$ cat src/rtl/iir_stream_driver.sv
// ============================================================================
// Module   : iir_stream_driver
// Brief    : LFSR stimulus driver and MISR response compactor for the IIR
//            datapath overclocking test platform.
// Revision : 1.0 - initial release
// ============================================================================
`default_nettype none

module iir_stream_driver #(
    parameter int                 Stage       = 8,
    parameter int                 NUM_SAMPLES = 256,
    parameter int                 LATENCY     = 1,
    parameter logic [2*Stage-1:0] POLY        = 16'hB400
) (
    input  logic                 clk,
    input  logic                 rst,
    input  logic                 start,
    input  logic [2*Stage-1:0]   seed,
    output logic                 busy,
    output logic                 done,
    output logic                 dut_enable,
    output logic [2*Stage-1:0]   dut_din,
    input  logic [2*Stage-1:0]   dut_dout,
    output logic [2*Stage-1:0]   signature,
    output logic [15:0]          sample_count
);

    localparam int         WL           = 2 * Stage;
    localparam logic [15:0] C_LAST_CNT  = 16'(NUM_SAMPLES - 1);
    localparam logic [3:0]  C_LAST_FLSH = 4'(LATENCY - 1);

    typedef enum logic [1:0] {
        S_IDLE  = 2'd0,
        S_RUN   = 2'd1,
        S_FLUSH = 2'd2,
        S_DONE  = 2'd3
    } state_t;

    state_t             r_state;
    state_t             w_next;
    logic [WL-1:0]      r_lfsr;
    logic [WL-1:0]      w_lfsr_next;
    logic [WL-1:0]      r_din;
    logic [WL-1:0]      r_sig;
    logic [15:0]        r_count;
    logic [3:0]         r_flush;
    logic               r_busy;
    logic               r_done;
    logic               r_enable;
    logic [LATENCY-1:0] r_vld;
    logic               w_accept;
    logic               w_capture;

    // Galois shift shared by the sample generator and the signature register
    function automatic logic [WL-1:0] galois_step(input logic [WL-1:0] v);
        return (v >> 1) ^ (v[0] ? POLY : '0);
    endfunction

    assign w_accept  = (r_state == S_IDLE) && start;
    assign w_capture = r_vld[LATENCY-1];

    always_comb begin
        w_next      = r_state;
        w_lfsr_next = r_lfsr;
        case (r_state)
            S_IDLE: begin
                if (start) begin
                    w_next      = S_RUN;
                    w_lfsr_next = (seed == '0) ? WL'(1) : seed;
                end
            end
            S_RUN: begin
                w_lfsr_next = galois_step(r_lfsr);
                if (r_count == C_LAST_CNT) begin
                    w_next = S_FLUSH;
                end
            end
            S_FLUSH: begin
                if (r_flush == C_LAST_FLSH) begin
                    w_next = S_DONE;
                end
            end
            S_DONE:  w_next = S_IDLE;
            default: w_next = S_IDLE;
        endcase
    end

    always_ff @(posedge clk) begin
        if (rst) begin
            r_state  <= S_IDLE;
            r_lfsr   <= '0;
            r_din    <= '0;
            r_sig    <= '0;
            r_count  <= '0;
            r_flush  <= '0;
            r_busy   <= 1'b0;
            r_done   <= 1'b0;
            r_enable <= 1'b0;
        end else begin
            r_state  <= w_next;
            r_lfsr   <= w_lfsr_next;
            // Outputs are decoded from the next state so they change on the same edge as the FSM
            r_din    <= (w_next == S_RUN) ? w_lfsr_next : '0;
            r_busy   <= (w_next == S_RUN) || (w_next == S_FLUSH);
            r_enable <= (w_next == S_RUN) || (w_next == S_FLUSH);
            r_done   <= (w_next == S_DONE);
            r_flush  <= (r_state == S_FLUSH) ? r_flush + 4'd1 : 4'd0;
            if (w_accept) begin
                r_count <= '0;
                r_sig   <= '0;
            end else begin
                if (r_state == S_RUN) begin
                    r_count <= r_count + 16'd1;
                end
                if (w_capture) begin
                    r_sig <= galois_step(r_sig) ^ dut_dout;
                end
            end
        end
    end

    generate
        if (LATENCY == 1) begin : g_vld_single
            always_ff @(posedge clk) begin
                if (rst || w_accept) begin
                    r_vld <= '0;
                end else begin
                    r_vld <= (r_state == S_RUN);
                end
            end
        end else begin : g_vld_shift
            always_ff @(posedge clk) begin
                if (rst || w_accept) begin
                    r_vld <= '0;
                end else begin
                    r_vld <= {r_vld[LATENCY-2:0], (r_state == S_RUN)};
                end
            end
        end
    endgenerate

    assign busy         = r_busy;
    assign done         = r_done;
    assign dut_enable   = r_enable;
    assign dut_din      = r_din;
    assign signature    = r_sig;
    assign sample_count = r_count;

endmodule

`default_nettype wire

$ cat config.mk
export PLATFORM = sky130hd
export DESIGN_NAME = iir_stream_driver
export DESIGN_NICKNAME = d
export VERILOG_FILES = /design/src/rtl/iir_stream_driver.sv
export SDC_FILE = /design/constraint.sdc
export NUM_CORES = 1
export LEC_CHECK = 0
export CORE_UTILIZATION = 30
export DETAILED_ROUTE_END_ITERATION = 10
export REMOVE_ABC_BUFFERS = 1
export SKIP_CTS_REPAIR_TIMING = 1
export SYNTH_ARGS = -nofsm -noshare
export SYNTH_HDL_FRONTEND = slang
export SYNTH_SLANG_ARGS = --single-unit
$ cat constraint.sdc
create_clock -name clk -period 2.3 [get_ports clk]
set_input_delay 0.69 -clock clk [delete_from_list [all_inputs] [get_ports clk]]
set_output_delay 0.69 -clock clk [all_outputs]
set_load 0.01 [all_outputs]
; Word-level counts from Yosys, hierarchy flattened
; Cells that the tools add are included.
[classes]
n_mul = 0
addsub = 2
n_mux = 9
order_cmp = 0
eq_ne = 7
bitwise_logic = 5
n_shift = 0
reduce_logical = 9
div = 0
[ops]
columns = operator, n
row1 = $mux W16, 4
row2 = $pmux W16 S2, 1
row3 = $xor A15 B16 Y16, 2
row4 = $add A16 B1 Y16 const B, 1
row5 = $eq A16 B8 Y1 const B, 1
row6 = $logic_not A16 Y1, 1
row7 = $xor A16 B16 Y16, 1
row8 = $eq A2 B2 Y1 const B, 4
row9 = $pmux W2 S4, 1
row10 = $mux W2, 3
row11 = $reduce_or A2 Y1, 3
row12 = $add A4 B1 Y4 const B, 1
row13 = $eq A2 B1 Y1 const B, 2
row14 = $logic_not A4 Y1, 1
row15 = $logic_not A2 Y1, 1
row16 = $logic_or A1 B1 Y1, 2
row17 = $not A1 Y1, 2
row18 = $logic_and A1 B1 Y1, 1
[totals]
memories = 0
romBits = 0
ramBits = 0
elab_cells = 41
out_inout_bits = 51
register_bits = 73
latchBits = 0

; Longest topological paths before layout
[logic_depth]
word_depth = 6
mapped_depth = 7
depth_no_buf = 4

; Worst setup path before layout
; OpenSTA, ideal clock, no wires.
[synth_timing]
path_kind = input-to-reg
start = input port start
end = register r_count[0], in the netlist sample_count[0]
path_buffers = 2
path_stages = 5
t_arrival_ns = 1.600
slack_ns = 0.571
setup_ns = 0.129
cell_sequence = buf_2 nand2b_1 o21ai_1 clkbuf_1 nor2_1
[synth_via]
elab_chain_len = 2
[synth_lines]
columns = element, line
row1 = from (decl), 17  ; input logic start,
row2 = $logic_and A1 B1 Y1, 59  ; assign w_accept = (r_state == S_IDLE) && start;
row3 = $reduce_or A2 Y1 (no line), -
row4 = to (signal assigned), 113  ; r_count <= r_count + 16'd1;
row5 = to (decl), 45  ; logic [15:0] r_count;
; No other way between the ends.
; A chain may end at the register's enable or synchronous reset.

; Final worst setup path
[layout_timing]
start = register r_sig[0], in the netlist signature[0]
end = output port signature[0]
[layout_lines]
columns = element, line
row1 = from (decl), 44  ; logic [WL-1:0] r_sig;
row2 = from (signal assigned), 116  ; r_sig <= galois_step(r_sig) ^ dut_dout;
row3 = to (decl), 24  ; output logic [2*Stage-1:0] signature,
; No word-level cell between the ends.

==> summary.md <==
| Metric | Value |
|---|---|
| Outcome | finished clean |
| Worst setup EP type | primary output |
| Post-Route WL | 7689 microns |
| Most common cell in the synthesized netlist | dfxtp_1 |
| CP Max Fanout | 6 |
| FP Rows | 36 |
| Inserted Diodes | 0 |
| Finished Cell Area | 4267 sq um |
| M2 GR Usage | between 20% and 30% |
| Max Fclk | 0.4697 GHz |
| Mean post-synth cell area | 9.504 sq um |
| Period minus WS final | between 2 and 2.5 ns |
| Vias per cell | about 4.9 |
| Largest family of logic cells by synthesized area | compound AO/OA/AOI/OAI gates |
| DRT Pass-1 Iters | 4 |
| Pwr/cell area | 666.1 nW/um^2 |
| Top post-synthesis cells by area | dfxtp_1 (48%), xnor2_1 (6.3%), a211oi_1 (5.9%) |
| Final period util | between 90% and 100% |
| Leak | roughly 0.0016 uW |
| Synth Area in Simple Gates | between 10 and 15% |
| Met3 Use GR | 4.881% |
| Clk slew on worst S/H paths | around 0.080 ns |
| R2R Setup Slk | ~0.34 ns |
| Max Root-Sink Buffers | 2 |
| CTS tree | built |
| Fin Setup TNS | 0 ns |
| Die width | slightly above 100 microns |
| Synth Area in XOR/XNOR | about a tenth |
| RSZ-0062 raised after global routing | no |
| Actual slew at the worst max-slew pin | between 0.4 and 0.5 ns |
| Initial cell density of the core | 31.17% |
| Dpl ws | 0.09207 ns |
| Top Usage Layer GRT | met2 |
| Setup CP Type | reg2out |
| Final Max Slew Viols | 0 |
| HPWL after detailed placement | roughly 5500 microns |
| Vert. Die Dim | around 100 microns |
| Vias | 2,654 |
| Synth warn | 0 |
| Slowest-stage cell, CP | clkdlybuf4s50_1 |
| Dpl cells | ~530 |
| Final Hold Fails | 0 |
| Post-synth top cells | dfxtp_1 (73), nor2_1 (43), a211oi_1 (24), o22ai_1 (22), xnor2_1 (22) |
| Largest net degree at the start of global routing | 33 |
| CP cell instances | clkdlybuf4s50_1 |
| Leading area contributor after synthesis | dfxtp_1 |
| Port buffer count | 85 |
| Global-route congestion overflow total | 0 |
| Number of DRC markers in iteration 0 | 98 |
| Slew Limit Headroom | 69.87% |
| Number of flops mapped to enable cells by yosys | 0 |
| CP delay by family, top | buffers and inverters |
| Total global-route track usage | between 10% and 20% |
| Post-synth ARST share | 0% |
| Global-route wire length before repair | around 13,000 microns |
| Worst min path class | reg2reg |
| Met1 Track Usage GR | 20.30% |
| Ports | 86 |
| Data required time of the worst path | 1.61 ns |
| Clock latency on the worst-skew pair | around 0.35 ns |
| Area Growth Syn to Fin | 39.41% |
| Core Area | roughly 9800 sq um |
| Htree depth | 3 |
| Residual DRC | 0 |
| Synth Area in Adders | ~1.2% |
| CTS root buf | clkbuf_8 |
| Die area | ~11,000 sq um |
| Final worst setup slack | ~0.17 ns |
| Worst VDD drop | around 0.26 mV |
| Max-Cap Viols | 0 |
| Cell Count, Final, Fillers Out | 542 |
| Register bit count reported by yosys | 73 |
| Mapped Area | 3060 sq um |
| Worst Skew | 0.008058 ns |
| Share of the synthesized area in the top cell type | 47.75% |
| Num CTS Buffers | 9 |
| RD Place Congestion | 0.7940 |
| Mapped Cells | around 320 |
| Clk sinks | 73 |
| Top_reg_cell synth | dfxtp_1 |
| Multiplexer share of the synthesized area | less than 1% |
| Initial antenna violation count | 0 |
| Total Nets Final | 442 |
| WL/cell | 14.19 microns |
| Vias in the first global route | 2,546 |
| Fraction of layout cells with a size suffix above 1 | ~7.8% |
| Synth Area in Compound Gates | between 20 and 25% |
| DP Area | about 4000 sq um |
| CP bufs+invs | 1 |
| CP peak stage delay | about 0.6 ns |
| Sequential-to-total area share from yosys stat | 47.75% |
| Worst Path Arrival | roughly 1.4 ns |
| Endpoints failing setup | 0 |
| Crit start category | register |
| Yosys cell types | 42 |
| Final ANT Viol Nets | 0 |
-- where the power goes --
group | internal, uW | switching (uW) | leakage (uW)
clock | 588 | 492 | 0.000105
sequential | 1330 | 50.6 | 0.000597
combinational | 215 | 167 | 0.000872
total | 2130 | 709 | 0.00157
-- layer usage --
metal / routed length [microns] / vias to the layer above / share of wire, %
met5: 0 / - / 0
met4: 74 / 0 / 0.96
met3: 437 / 6 / 5.7
met2: 3502 / 73 / 46
met1: 3676 / 1237 / 48
li1: - / 1338 / -
-- final timing paths --
path                 from                to  cells after the start
max          signature[0]      signature[0]                      1
min            r_flush[0]        r_flush[0]                      1
max reg2reg    r_state[0]  sample_count[15]                      4
min reg2reg    r_flush[0]        r_flush[0]                      1
-- stage by stage --
step           total power (uW)  utilization [%]  hold slack, ns
2_1_floorplan              1579                -          0.4300
3_3_place_gp               1790            41.26          0.4477
3_5_place_dp               1793            41.26          0.4795
4_1_cts                    2876            43.45          0.4979
5_1_grt                    2977            43.45          0.5205
6_report                   2842            43.45          0.4833
-- cell type report --
class | instances | area (sq um)
fillers | 1000 | 5553
clock inverters | 4 | 50.05
well taps | 133 | 166.4
multi-input cells | 217 | 1451
flip-flops and latches | 73 | 1461
inverters | 7 | 26.28
clock buffers | 12 | 165.2
repair buffers | 96 | 945.9
-- worst register-to-register path: stages (launching register included) --
cell	delay [ns]
dfxtp_1	0.60
and4b_1	0.54
nand4_2	0.23
or3_1	0.40
a21oi_1	0.13
-- registers in the layout (all words and copies together) (netlist names) --
name          cells
signature        16
dut_din          16
r_vld             1
dut_enable        1
r_flush           4
done              1
sample_count     16
r_lfsr           16
r_state           2
-- kinds of logic after synthesis --
group                      after synthesis
and+or+nand+nor                         89
AOI/OAI and AO/OA                       87
DFF                                     73
xor gates and xnor gates                35
buffers and inverters                   32
muxes                                    3
adders and majority gates                3
-- cells in the final DEF, fill, tap and decap left out, drive strengths merged, types with 3 or more instances in the layout --
cell,instances
o211a,11
dfxtp,73
mux2i,3
o221ai,3
xor2,13
nor4,7
o21ai,9
xnor2,22
nor2,43
or3,3
a211oi,24
o22ai,22
nor2b,3
nand4,7
inv,7
nand2b,3
clkdlybuf4s50,85
buf,11
nand3,9
ha,3
a21oi,8
nand2,6
clkbuf,12
Note: power is estimated with default switching activity, not from simulation.
